File: config.mk
export PLATFORM = sky130hd
export DESIGN_NAME = fp_mult_seq
export DESIGN_NICKNAME = d
export VERILOG_FILES = /design/src/rtl/fp_mult_seq.sv
export SDC_FILE = /design/constraint.sdc
export NUM_CORES = 1
export LEC_CHECK = 0
export ABC_CLOCK_PERIOD_IN_PS = 7100
export BUFFER_PORTS_ARGS = -buffer_cell sky130_fd_sc_hd__buf_2
export CORE_ASPECT_RATIO = 1.2
export CORE_UTILIZATION = 55
export DETAILED_ROUTE_END_ITERATION = 8
export GPL_TIMING_DRIVEN = 0
export PLACE_DENSITY = 0.74
export SLEW_MARGIN = 40
export SYNTH_ARGS = -nofsm -noshare
export SYNTH_HDL_FRONTEND = slang
export SYNTH_SLANG_ARGS = --single-unit
File: constraint.sdc
create_clock -name clk -period 7.1 [get_ports clk]
set_input_delay 1.42 -clock clk [delete_from_list [all_inputs] [get_ports clk]]
set_output_delay 1.42 -clock clk [all_outputs]
set_load 0.01 [all_outputs]
File: src/rtl/fp_mult_seq.sv
// fp_mult_seq: sequential IEEE-754 single-precision multiplier.
//
// Operands are taken on an in_valid/in_ready handshake, the 24x24 mantissa
// product is built by an iterative shift-add retiring BITS_PER_CYCLE
// multiplier bits per cycle, then normalised, rounded (nearest-even) and
// held until the consumer takes it on out_valid/out_ready. Denormal inputs
// are read as signed zero and tiny results are flushed to zero.
//
// Ports:
//   clk, rst              clock, asynchronous active-high reset
//   in_valid / in_ready   operand handshake (in_ready only in IDLE)
//   in_a, in_b            IEEE-754 single operands
//   out_valid / out_ready result handshake (out_valid only in DONE)
//   out_result            IEEE-754 single product
//   out_flags             {overflow, underflow, invalid, inexact}
module fp_mult_seq #(
  parameter int BITS_PER_CYCLE = 1
) (
  input  logic        clk,
  input  logic        rst,
  input  logic        in_valid,
  output logic        in_ready,
  input  logic [31:0] in_a,
  input  logic [31:0] in_b,
  output logic        out_valid,
  input  logic        out_ready,
  output logic [31:0] out_result,
  output logic [3:0]  out_flags
);

  localparam int N_MUL = 24 / BITS_PER_CYCLE;
  localparam int CW    = ($clog2(N_MUL) > 0) ? $clog2(N_MUL) : 1;

  typedef enum logic [2:0] {IDLE, MUL, NORM, ROUND, DONE} state_t;

  state_t state, state_nxt;

  // Low during reset and for the first cycle after it, so in_ready only
  // appears on the first edge after rst is released.
  logic armed;

  logic [CW-1:0]      cnt;
  logic               sign;
  logic signed [9:0]  exp_r;
  logic [47:0]        mcand;   // multiplicand, shifted left as bits retire
  logic [23:0]        mplier;  // multiplier, consumed from the LSB end
  logic [47:0]        prod;
  logic [47:0]        partial;
  logic [22:0]        mant;
  logic               guard;
  logic               sticky;

  logic accept;
  assign in_ready  = (state == IDLE) && armed;
  assign out_valid = (state == DONE);
  assign accept    = in_valid && in_ready;

  // ---------------------------------------------------------------------
  // Operand classification and special-case results
  // ---------------------------------------------------------------------
  logic [7:0]        ea, eb;
  logic              a_zero, b_zero, a_inf, b_inf, a_nan, b_nan;
  logic              in_sign;
  logic              special;
  logic [31:0]       spec_result;
  logic [3:0]        spec_flags;
  logic signed [9:0] exp_init;

  assign ea      = in_a[30:23];
  assign eb      = in_b[30:23];
  assign in_sign = in_a[31] ^ in_b[31];
  assign a_zero  = (ea == 8'h00);
  assign b_zero  = (eb == 8'h00);
  assign a_inf   = (ea == 8'hFF) && (in_a[22:0] == 23'd0);
  assign b_inf   = (eb == 8'hFF) && (in_b[22:0] == 23'd0);
  assign a_nan   = (ea == 8'hFF) && (in_a[22:0] != 23'd0);
  assign b_nan   = (eb == 8'hFF) && (in_b[22:0] != 23'd0);
  // Modular 10-bit arithmetic yields the right two's-complement bits;
  // for biased exponents 1..254 the value stays within -125..381.
  assign exp_init = 10'(ea) + 10'(eb) - 10'd127;

  always_comb begin
    special     = 1'b0;
    spec_result = 32'd0;
    spec_flags  = 4'b0000;
    if (a_nan || b_nan || (a_inf && b_zero) || (b_inf && a_zero)) begin
      special     = 1'b1;
      spec_result = 32'h7FC0_0000;
      spec_flags  = 4'b0010;
    end else if (a_inf || b_inf) begin
      special     = 1'b1;
      spec_result = {in_sign, 8'hFF, 23'd0};
    end else if (a_zero || b_zero) begin
      special     = 1'b1;
      spec_result = {in_sign, 31'd0};
    end
  end

  // ---------------------------------------------------------------------
  // Shift-add step: sum of the multiplicand copies selected by the low
  // BITS_PER_CYCLE multiplier bits.
  // ---------------------------------------------------------------------
  always_comb begin
    partial = 48'd0;
    for (int j = 0; j < BITS_PER_CYCLE; j++) begin
      if (mplier[j]) partial = partial + (mcand << j);
    end
  end

  // ---------------------------------------------------------------------
  // Round to nearest even and range check
  // ---------------------------------------------------------------------
  logic              rnd_inc;
  logic [23:0]       mant_rnd;
  logic [22:0]       mant_fin;
  logic signed [9:0] exp_fin;
  logic [31:0]       rnd_result;
  logic [3:0]        rnd_flags;

  assign rnd_inc  = guard && (sticky || mant[0]);
  assign mant_rnd = {1'b0, mant} + 24'(rnd_inc);
  // A carry out of the fraction means 1.111..1 rounded up to 10.000..0.
  assign mant_fin = mant_rnd[23] ? 23'd0 : mant_rnd[22:0];
  assign exp_fin  = exp_r + (mant_rnd[23] ? 10'sd1 : 10'sd0);

  always_comb begin
    rnd_result = {sign, exp_fin[7:0], mant_fin};
    rnd_flags  = {3'b000, guard | sticky};
    if (exp_fin >= 10'sd255) begin
      rnd_result = {sign, 8'hFF, 23'd0};
      rnd_flags  = 4'b1001;
    end else if (exp_fin <= 10'sd0) begin
      rnd_result = {sign, 31'd0};
      rnd_flags  = 4'b0101;
    end
  end

  // ---------------------------------------------------------------------
  // FSM
  // ---------------------------------------------------------------------
  always_ff @(posedge clk or posedge rst) begin
    if (rst) state <= IDLE;
    else     state <= state_nxt;
  end

  always_comb begin
    state_nxt = state;
    case (state)
      IDLE:    if (accept) state_nxt = special ? DONE : MUL;
      MUL:     if (cnt == '0) state_nxt = NORM;
      NORM:    state_nxt = ROUND;
      ROUND:   state_nxt = DONE;
      DONE:    if (out_ready) state_nxt = IDLE;
      default: state_nxt = IDLE;
    endcase
  end

  // ---------------------------------------------------------------------
  // Datapath
  // ---------------------------------------------------------------------
  always_ff @(posedge clk or posedge rst) begin
    if (rst) begin
      armed      <= 1'b0;
      cnt        <= '0;
      sign       <= 1'b0;
      exp_r      <= '0;
      mcand      <= '0;
      mplier     <= '0;
      prod       <= '0;
      mant       <= '0;
      guard      <= 1'b0;
      sticky     <= 1'b0;
      out_result <= '0;
      out_flags  <= '0;
    end else begin
      armed <= 1'b1;
      case (state)
        IDLE: begin
          if (accept) begin
            sign   <= in_sign;
            exp_r  <= exp_init;
            mcand  <= {24'd0, 1'b1, in_a[22:0]};
            mplier <= {1'b1, in_b[22:0]};
            prod   <= '0;
            cnt    <= CW'(N_MUL - 1);
            if (special) begin
              out_result <= spec_result;
              out_flags  <= spec_flags;
            end
          end
        end
        MUL: begin
          prod   <= prod + partial;
          mcand  <= mcand << BITS_PER_CYCLE;
          mplier <= mplier >> BITS_PER_CYCLE;
          if (cnt != '0) cnt <= cnt - CW'(1);
        end
        NORM: begin
          if (prod[47]) begin
            mant   <= prod[46:24];
            guard  <= prod[23];
            sticky <= |prod[22:0];
            exp_r  <= exp_r + 10'sd1;
          end else begin
            mant   <= prod[45:23];
            guard  <= prod[22];
            sticky <= |prod[21:0];
          end
        end
        ROUND: begin
          out_result <= rnd_result;
          out_flags  <= rnd_flags;
        end
        default: ;
      endcase
    end
  end

endmodule
==> summary.md, run 1 <==
| Metric | Value |
|---|---|
| Status | `completed` |
| Slowest-stage cell, CP | `nor3_1` |
| Syn nets | `1,607` |
| Fmax | `213.6 MHz` |
| Synthesized cell area | `0.01267 mm^2` |
| FFs w/ async S/R, synth | `100.0%` |
| Post-route minimum period | `4.682 ns` |
| DRC | `0` |
| Worst-path maximum fanout | `10` |
| Crit end category | `flop` |
| Synth Area in Simple Gates | `20.83%` |
| Worst-path clk slew | `0.06 ns` |
| Synth Area in Adders | `7.128%` |
| Pleak | `6.638 nW` |
| Clock power frac | `23.4%` |
| P_int | `3.504 mW` |
| EDFF count, synth | `0` |
| Worst endpoint data arrival time | `5.13 ns` |
| Area grow syn2layout | `14.76%` |
| Hold path depth | `2` |
| Final Hold Fails | `0` |
| Final Setup Violations | `0` |
| Synth Register Bits | `201` |
| Hold endpoint | `out_result[2]$_DFFE_PP0P_` |
| Critical path cell sequence | `o21a_1, ha_1, nand3_1, or3_1, nor2b_1, nand4_1, nor3_1, ha_1, ha_1, and4_4, nand3b_1, nor4b_4, a41oi_1, o2111ai_4, nand2b_4, or3_4, buf_6, o21ai_2` |
| Combinational share of power | `45.1%` |
| Final Cycle Share | `65.94%` |
| WP buf/inv | `1` |
| Avg Inst Size Synth | `8.633 um^2` |
| GRT Overall Usage | `28.27%` |
| DR pass1 iterations | `5` |
| Vias per cell | `5.912` |
| Final Skew | `0.008815 ns` |
| Setup WS pre-CTS | `2.397 ns` |
| Filler Cell Count | `1,952` |
| P_sw | `2.581 mW` |
| Antenna-violating nets left | `0` |
| First-pass GRT wire length | `53,840 um` |
| Flop pwr share | `31.5%` |
| Relative slew slack | `45.86%` |
| Setup WS post-layout | `2.418 ns` |
| CP Launch Type | `flop` |
| RSZ-0062 raised after global routing | `false` |
| Largest delay share family, worst path | `simple AND/OR/NAND/NOR gates` |
| Num CTS Buffers | `24` |
| DRT iter0 DRCs | `602` |
| Wire per inst | `17.15 um` |
| Origin of the critical flop-to-flop path | `mant[0]$_DFFE_PP0P_` |
| Peak VDD IR | `0.0003097 V` |
| Critical R2R Capture | `out_result[3]$_DFFE_PP0P_` |
| PD cells | `418.4 mW/mm^2` |
| Antenna cells | `0` |
| Largest net degree at the start of global routing | `81` |
| Die width | `140.6 um` |
| RD Place Congestion | `0.9246` |
| GR Overflow Total | `0` |
| Initial cell density of the core | `56.27%` |
| Required @ worst endpoint | `7.55 ns` |
| Post-cts sizing count | `0` |
| Mux cell area share after synthesis | `2.695%` |
| CTS tree | `yes` |
| Final Max Tran Viols | `0` |
| Hold crit path type | `flop to flop` |
| Synth Area in Compound Gates | `20.56%` |
| Via count | `11.22k` |
| Hpwl dp | `24,800 um` |
| Clock Latency Late Sink | `0.52 ns` |
| Sink Count | `201` |
| Die Height | `168.3 um` |
| Die ar. | `0.02366 mm^2` |
| Core area | `0.02252 mm^2` |
| CTS HTree Levels | `1` |
| Root Driver | `clkbuf_16` |
| Register area share after synthesis | `39.69%` |
| Count of input and output buffers | `105` |
| Number of global-route vias before repair | `10.93k` |
| Largest family of logic cells by synthesized area | `simple AND/OR/NAND/NOR gates` |
| Most frequent CP cell | `ha_1` |
| Row cnt | `60` |
| Max-cap violations | `0` |
| Yosys warnings | `0` |
| Initial antenna violation count | `0` |
| Cts hold-fix bufs | `0` |
| Launch point of the worst hold path | `out_result[2]$_DFFE_PP0P_` |
| # Post-CTS Setup Buffers | `0` |
| Worst path max stage delay | `0.46 ns` |
| Distinct cells, synth | `80` |
| Layout cell share with drive strength beyond 1 | `13.29%` |
| Nets | `1,740` |
| Post-synthesis xor/xnor area fraction | `5.114%` |
| Worst-case reg-to-reg path depth | `18` |
| I/O pin count | `106` |
| Switching Fraction | `42.42%` |
| CTS Buffer Depth | `3` |
| Flop2flop setup slack | `2.42 ns` |
| Synthesized instance count | `1,468` |
| WS Path Type | `flop to flop` |
| Most used DFF post-synth | `dfrtp_1` |
| Post-Route WL | `32,530 um` |
| Worst-Margin Slew | `0.7916 ns` |
| Layout Utilization | `64.58%` |
## power groups by stage
stage               registers [mW]  clock network, mW  logic [mW]
global route                  1.97               1.49        3.07
CTS                           1.91               1.44        2.74
detailed placement            1.93                  0        2.72
floorplan                     1.84                  0        2.02
global placement              1.91                  0        2.64
finish                        1.92               1.43        2.74
## logic make-up (layout without fill, tap and decap cells)
logic type | after synthesis | count (layout)
simple gates | 561 | 561
compound gates | 406 | 406
flops | 201 | 201
buf+inv | 121 | 271
xor+xnor | 74 | 74
fa+ha+maj | 71 | 71
mux | 33 | 33
other cells | 1 | 1
## worst min-delay path: cells and delay by family (launching register included)
kind             cells  cell delay (ns)
AO/OA/AOI/OAI        1             0.05
flip-flops           1             0.33
AND/OR/NAND/NOR      1             0.06
## flip-flops by register name, indices dropped and copies added, names as in the netlist
name	cells
mcand	48
prod	48
out_result	32
mplier	24
mant	23
exp_r	10
cnt	5
out_flags	4
state	3
armed	1
guard	1
sign	1
sticky	1
## metal layers
metal	part of all wire, %	track usage, %	vias to the layer above
met5	0	0	-
met4	3.1	10.11	0
met3	5.0	3.584	61
met2	51	51.61	298
met1	41	34.08	5364
li1	-	-	5493
## synthesized netlist by cell type, types with 21 or more instances
| cell type | instances | area share (%) |
|---|---|---|
| nor2_1 | 103 | 3.1 |
| ha_1 | 69 | 6.8 |
| o22ai_1 | 28 | 1.4 |
| xnor2_1 | 39 | 2.7 |
| a21oi_1 | 81 | 3.2 |
| mux2i_1 | 24 | 1.9 |
| xor2_1 | 35 | 2.4 |
| nor3_1 | 21 | 0.83 |
| clkbuf_1 | 55 | 1.6 |
| a22oi_1 | 24 | 1.4 |
| nand3_1 | 51 | 2.0 |
| nand2_1 | 245 | 7.3 |
| inv_1 | 39 | 1.2 |
| a21o_1 | 34 | 2.0 |
| dfrtp_1 | 201 | 40 |
| and2_1 | 55 | 2.7 |
| o21ai_0 | 127 | 5.0 |
## cells in the final DEF, fill, tap and decap left out, types with 10 or more instances in the layout
cell type / synthesis / layout
a21o_1: 34 / 34
nand2_1: 245 / 245
o21ai_0: 127 / 127
o211ai_1: 11 / 11
xnor2_1: 39 / 39
nand4_1: 18 / 18
xor2_1: 35 / 35
clkbuf_16: 0 / 25
clkbuf_1: 55 / 55
and2_1: 55 / 55
dfrtp_1: 201 / 201
o22ai_1: 28 / 28
o21ai_2: 20 / 20
a31oi_1: 10 / 10
nand3_1: 51 / 51
nor3_1: 21 / 21
mux2i_1: 24 / 24
nor4_1: 19 / 19
a21oi_1: 81 / 81
buf_2: 4 / 109
o21bai_1: 17 / 17
ha_1: 69 / 69
nor2_1: 103 / 103
inv_1: 39 / 38
a22oi_1: 24 / 24
buf_1: 13 / 13
## metrics by stage
step           TNS, ns  cell area [um^2]  std cells  power [mW]  hold WS (ns)
5_1_grt              0             14540       1897       6.532        0.4951
3_3_place_gp   -428.28             13550       1852       4.555        0.4564
3_5_place_dp         0             13610       1854       4.650        0.4605
4_1_cts              0             14540       1897       6.093        0.4740
2_1_floorplan        0             12670       1468       3.862        0.4502
6_report             0             14540       1897       6.084        0.4686
## final cells by class
| cell class | instances | area (um^2) | share of cell area (%) |
|---|---|---|---|
| timing repair buffer | 107 | 580.6 | 3.992 |
| buffer | 81 | 350.3 | 2.409 |
| clock buffer | 28 | 666.9 | 4.585 |
| clock inverter | 15 | 266.5 | 1.832 |
| sequential | 201 | 5030 | 34.58 |
| tap | 279 | 349.1 | 2.400 |
| multi-input combinational | 1146 | 7143 | 49.11 |
| inverter | 40 | 157.7 | 1.084 |
## worst max-delay path by stage
stage,from,endpoint,cells past startpoint
2_1_floorplan,rst,armed$_DFF_PP0_,1
3_3_place_gp,rst,mcand[37]$_DFFE_PP0P_,2
3_5_place_dp,mant[0]$_DFFE_PP0P_,out_result[7]$_DFFE_PP0P_,18
4_1_cts,mant[0]$_DFFE_PP0P_,out_result[14]$_DFFE_PP0P_,18
5_1_grt,mant[0]$_DFFE_PP0P_,out_result[7]$_DFFE_PP0P_,18
6_report,mant[0]$_DFFE_PP0P_,out_result[3]$_DFFE_PP0P_,18
Power figures use the tool's default switching activity.
==> run 2, diff against run 1 <==
- ABC_CLOCK_PERIOD_IN_PS: 7100 -> 4200
- clock period: 7.1 -> 4.2 ns (I/O delays scaled with it)
==> run 2 against run 1 <==
Fmax grew 13%. Wire length is 2.9% higher. Sequential share of layout area shrank 0.41 points. Count of clock-buffer cells in the layout grew 2. Sequential power rose by 69%. Via count is 0.59% higher. Non-clock buffer count is 19 higher. Global-route usage increased by 0.87 points. Critical endpoint is now out_result[22]$_DFFE_PP0P_. Largest cell class unchanged. Largest power group unchanged.
==> summary.md, run 2 (synthesized netlist as in run 1, its figures left out) <==
| Metric | Value |
|---|---|
| Worst-Margin Slew | `0.8003 ns` |
| Vias per cell | `5.904` |
| First-pass GRT wire length | `55,570 um` |
| Area grow syn2layout | `16.15%` |
| Final Skew | `0.009254 ns` |
| Antenna cells | `0` |
| Post-route minimum period | `4.129 ns` |
| Largest net degree at the start of global routing | `27` |
| GR Overflow Total | `0` |
| CTS HTree Levels | `1` |
| Layout Utilization | `65.36%` |
| Crit end category | `flop` |
| Die width | `140.6 um` |
| Num CTS Buffers | `23` |
| Initial antenna violation count | `0` |
| Peak VDD IR | `0.0004684 V` |
| Core area | `0.02252 mm^2` |
| DRT iter0 DRCs | `645` |
| Setup WS pre-CTS | `-0.4946 ns` |
| Pleak | `6.713 nW` |
| Commonest cells after routing, fill and taps aside | `nand2_1 (245), dfrtp_1 (201), o21ai_0 (127), buf_2 (109), nor2_1 (103)` |
| Placed cell areas | `0.01378 mm^2` |
| WS Path Type | `flop to flop` |
| P_int | `5.630 mW` |
| Combinational share of power | `47.0%` |
| Sink Count | `201` |
| Overall power | `9.989 mW` |
| Placed insts | `1,861` |
| Final Cycle Share | `98.31%` |
| Relative slew slack | `46.65%` |
| Root Driver | `clkbuf_16` |
| Switching Fraction | `43.63%` |
| Nets | `1,758` |
| Max-cap violations | `0` |
| RD Place Congestion | `0.9122` |
| Die ar. | `0.02366 mm^2` |
| Final Setup Violations | `0` |
| Clock power frac | `20.4%` |
| Final Max Tran Viols | `0` |
| Worst endpoint data arrival time | `4.53 ns` |
| Row cnt | `60` |
| PD cells | `678.6 mW/mm^2` |
| Final Cell Area | `0.01472 mm^2` |
| Number of global-route vias before repair | `11.26k` |
| RSZ-0062 raised after global routing | `true` |
| Commonest non-fill, non-tap cell in the layout | `nand2_1` |
| Cts hold-fix bufs | `0` |
| Non-filler cells in the finished layout | `1,911` |
| Fmax | `242.2 MHz` |
| Count of input and output buffers | `105` |
| Required @ worst endpoint | `4.60 ns` |
| Layout cell share with drive strength beyond 1 | `14.40%` |
| Worst-path clk slew | `0.06 ns` |
| I/O pin count | `106` |
| Antenna-violating nets left | `0` |
| Flop pwr share | `32.6%` |
| Hpwl dp | `25,620 um` |
| P_sw | `4.358 mW` |
| CTS Buffer Depth | `3` |
| Via count | `11.28k` |
| Setup WS post-layout | `0.07117 ns` |
| GRT Overall Usage | `29.14%` |
| Die Height | `168.3 um` |
| Post-Route WL | `33,480 um` |
| DRC | `0` |
| Worst-path maximum fanout | `4` |
| Largest regs | `mcand (48), prod (48), out_result (32)` |
| Wire per inst | `17.52 um` |
| Final Hold Fails | `0` |
| Clock Latency Late Sink | `0.52 ns` |
| DR pass1 iterations | `5` |
| CTS tree | `yes` |
| Initial cell density of the core | `56.27%` |
| CP Launch Type | `flop` |
| Status | `completed` |
| Hold crit path type | `primary input to asynchronous set/reset pin` |
[run 2: repair_timing]
item / 4_1_cts / 5_1_grt
buffers inserted: 7 / 4
pin swaps: 5 / 18
cloned: 0 / 1
setup endpoints to repair: 32 / 33
gates resized for setup: 13 / 6
[run 2: worst max-delay path, cell delays in order, from the launching register on]
cell	delay, ns
dfrtp_1	0.37
o21a_1	0.14
ha_2	0.18
nand3_2	0.10
or3_4	0.41
nor2b_4	0.13
nand4_1	0.18
nor3_4	0.29
ha_4	0.20
ha_4	0.13
buf_4	0.11
xnor2_1	0.07
or4_1	0.41
o41ai_1	0.37
a21o_1	0.16
nand2_1	0.14
nand2b_4	0.12
buf_4	0.13
o21ai_0	0.09
mux2_2	0.26
[run 2: layer usage]
metal	up-vias	share of wire [%]	GRT usage (%)
li1	5509	-	-
met2	307	51	53.96
met3	85	4.8	3.584
met5	-	0	0
met4	0	3.7	11.20
met1	5381	41	34.23
[run 2: worst paths after layout]
path | slack [ns] | depth (start not counted) | endpoint | start
min in group clk | 0.47 | 2 | out_result[13]$_DFFE_PP0P_ | out_result[13]$_DFFE_PP0P_
worst min-delay path | 0.32 | 2 | mplier[8]$_DFFE_PP0P_ | rst
worst max register to register | 0.07 | 19 | out_result[22]$_DFFE_PP0P_ | sticky$_DFFE_PP0P_
worst min register to register | 0.47 | 2 | out_result[13]$_DFFE_PP0P_ | out_result[13]$_DFFE_PP0P_
max in group asynchronous | 2.85 | 6 | out_result[16]$_DFFE_PP0P_ | rst
worst max-delay path | 0.07 | 19 | out_result[22]$_DFFE_PP0P_ | sticky$_DFFE_PP0P_
[run 2: cell type report]
cell class	count	area (um^2)
Clock inverter	8	117.6
Sequential cell	201	5030
Multi-Input combinational cell	1146	7211
Tap cell	279	349.1
Inverter	40	153.9
Clock buffer	30	631.9
Fill cell	1927	7801
Timing Repair Buffer	126	858.3
Buffer	81	369.1
[run 2: power by group through the flow]
stage | sequential [mW] | clock, mW | combinational (mW)
2_1_floorplan | 3.11 | 0 | 3.42
3_5_place_dp | 3.26 | 0 | 4.60
5_1_grt | 3.34 | 2.13 | 5.27
4_1_cts | 3.24 | 2.06 | 4.66
3_3_place_gp | 3.23 | 0 | 4.46
6_report | 3.25 | 2.04 | 4.70
[run 2: stage by stage]
step	hold WS [ns]	TNS [ns]
6_report	0.3194	0
2_1_floorplan	0.4502	0
4_1_cts	0.3175	0
5_1_grt	0.3364	-0.9490
3_5_place_dp	0.4634	-11.76
3_3_place_gp	0.4559	-113.92
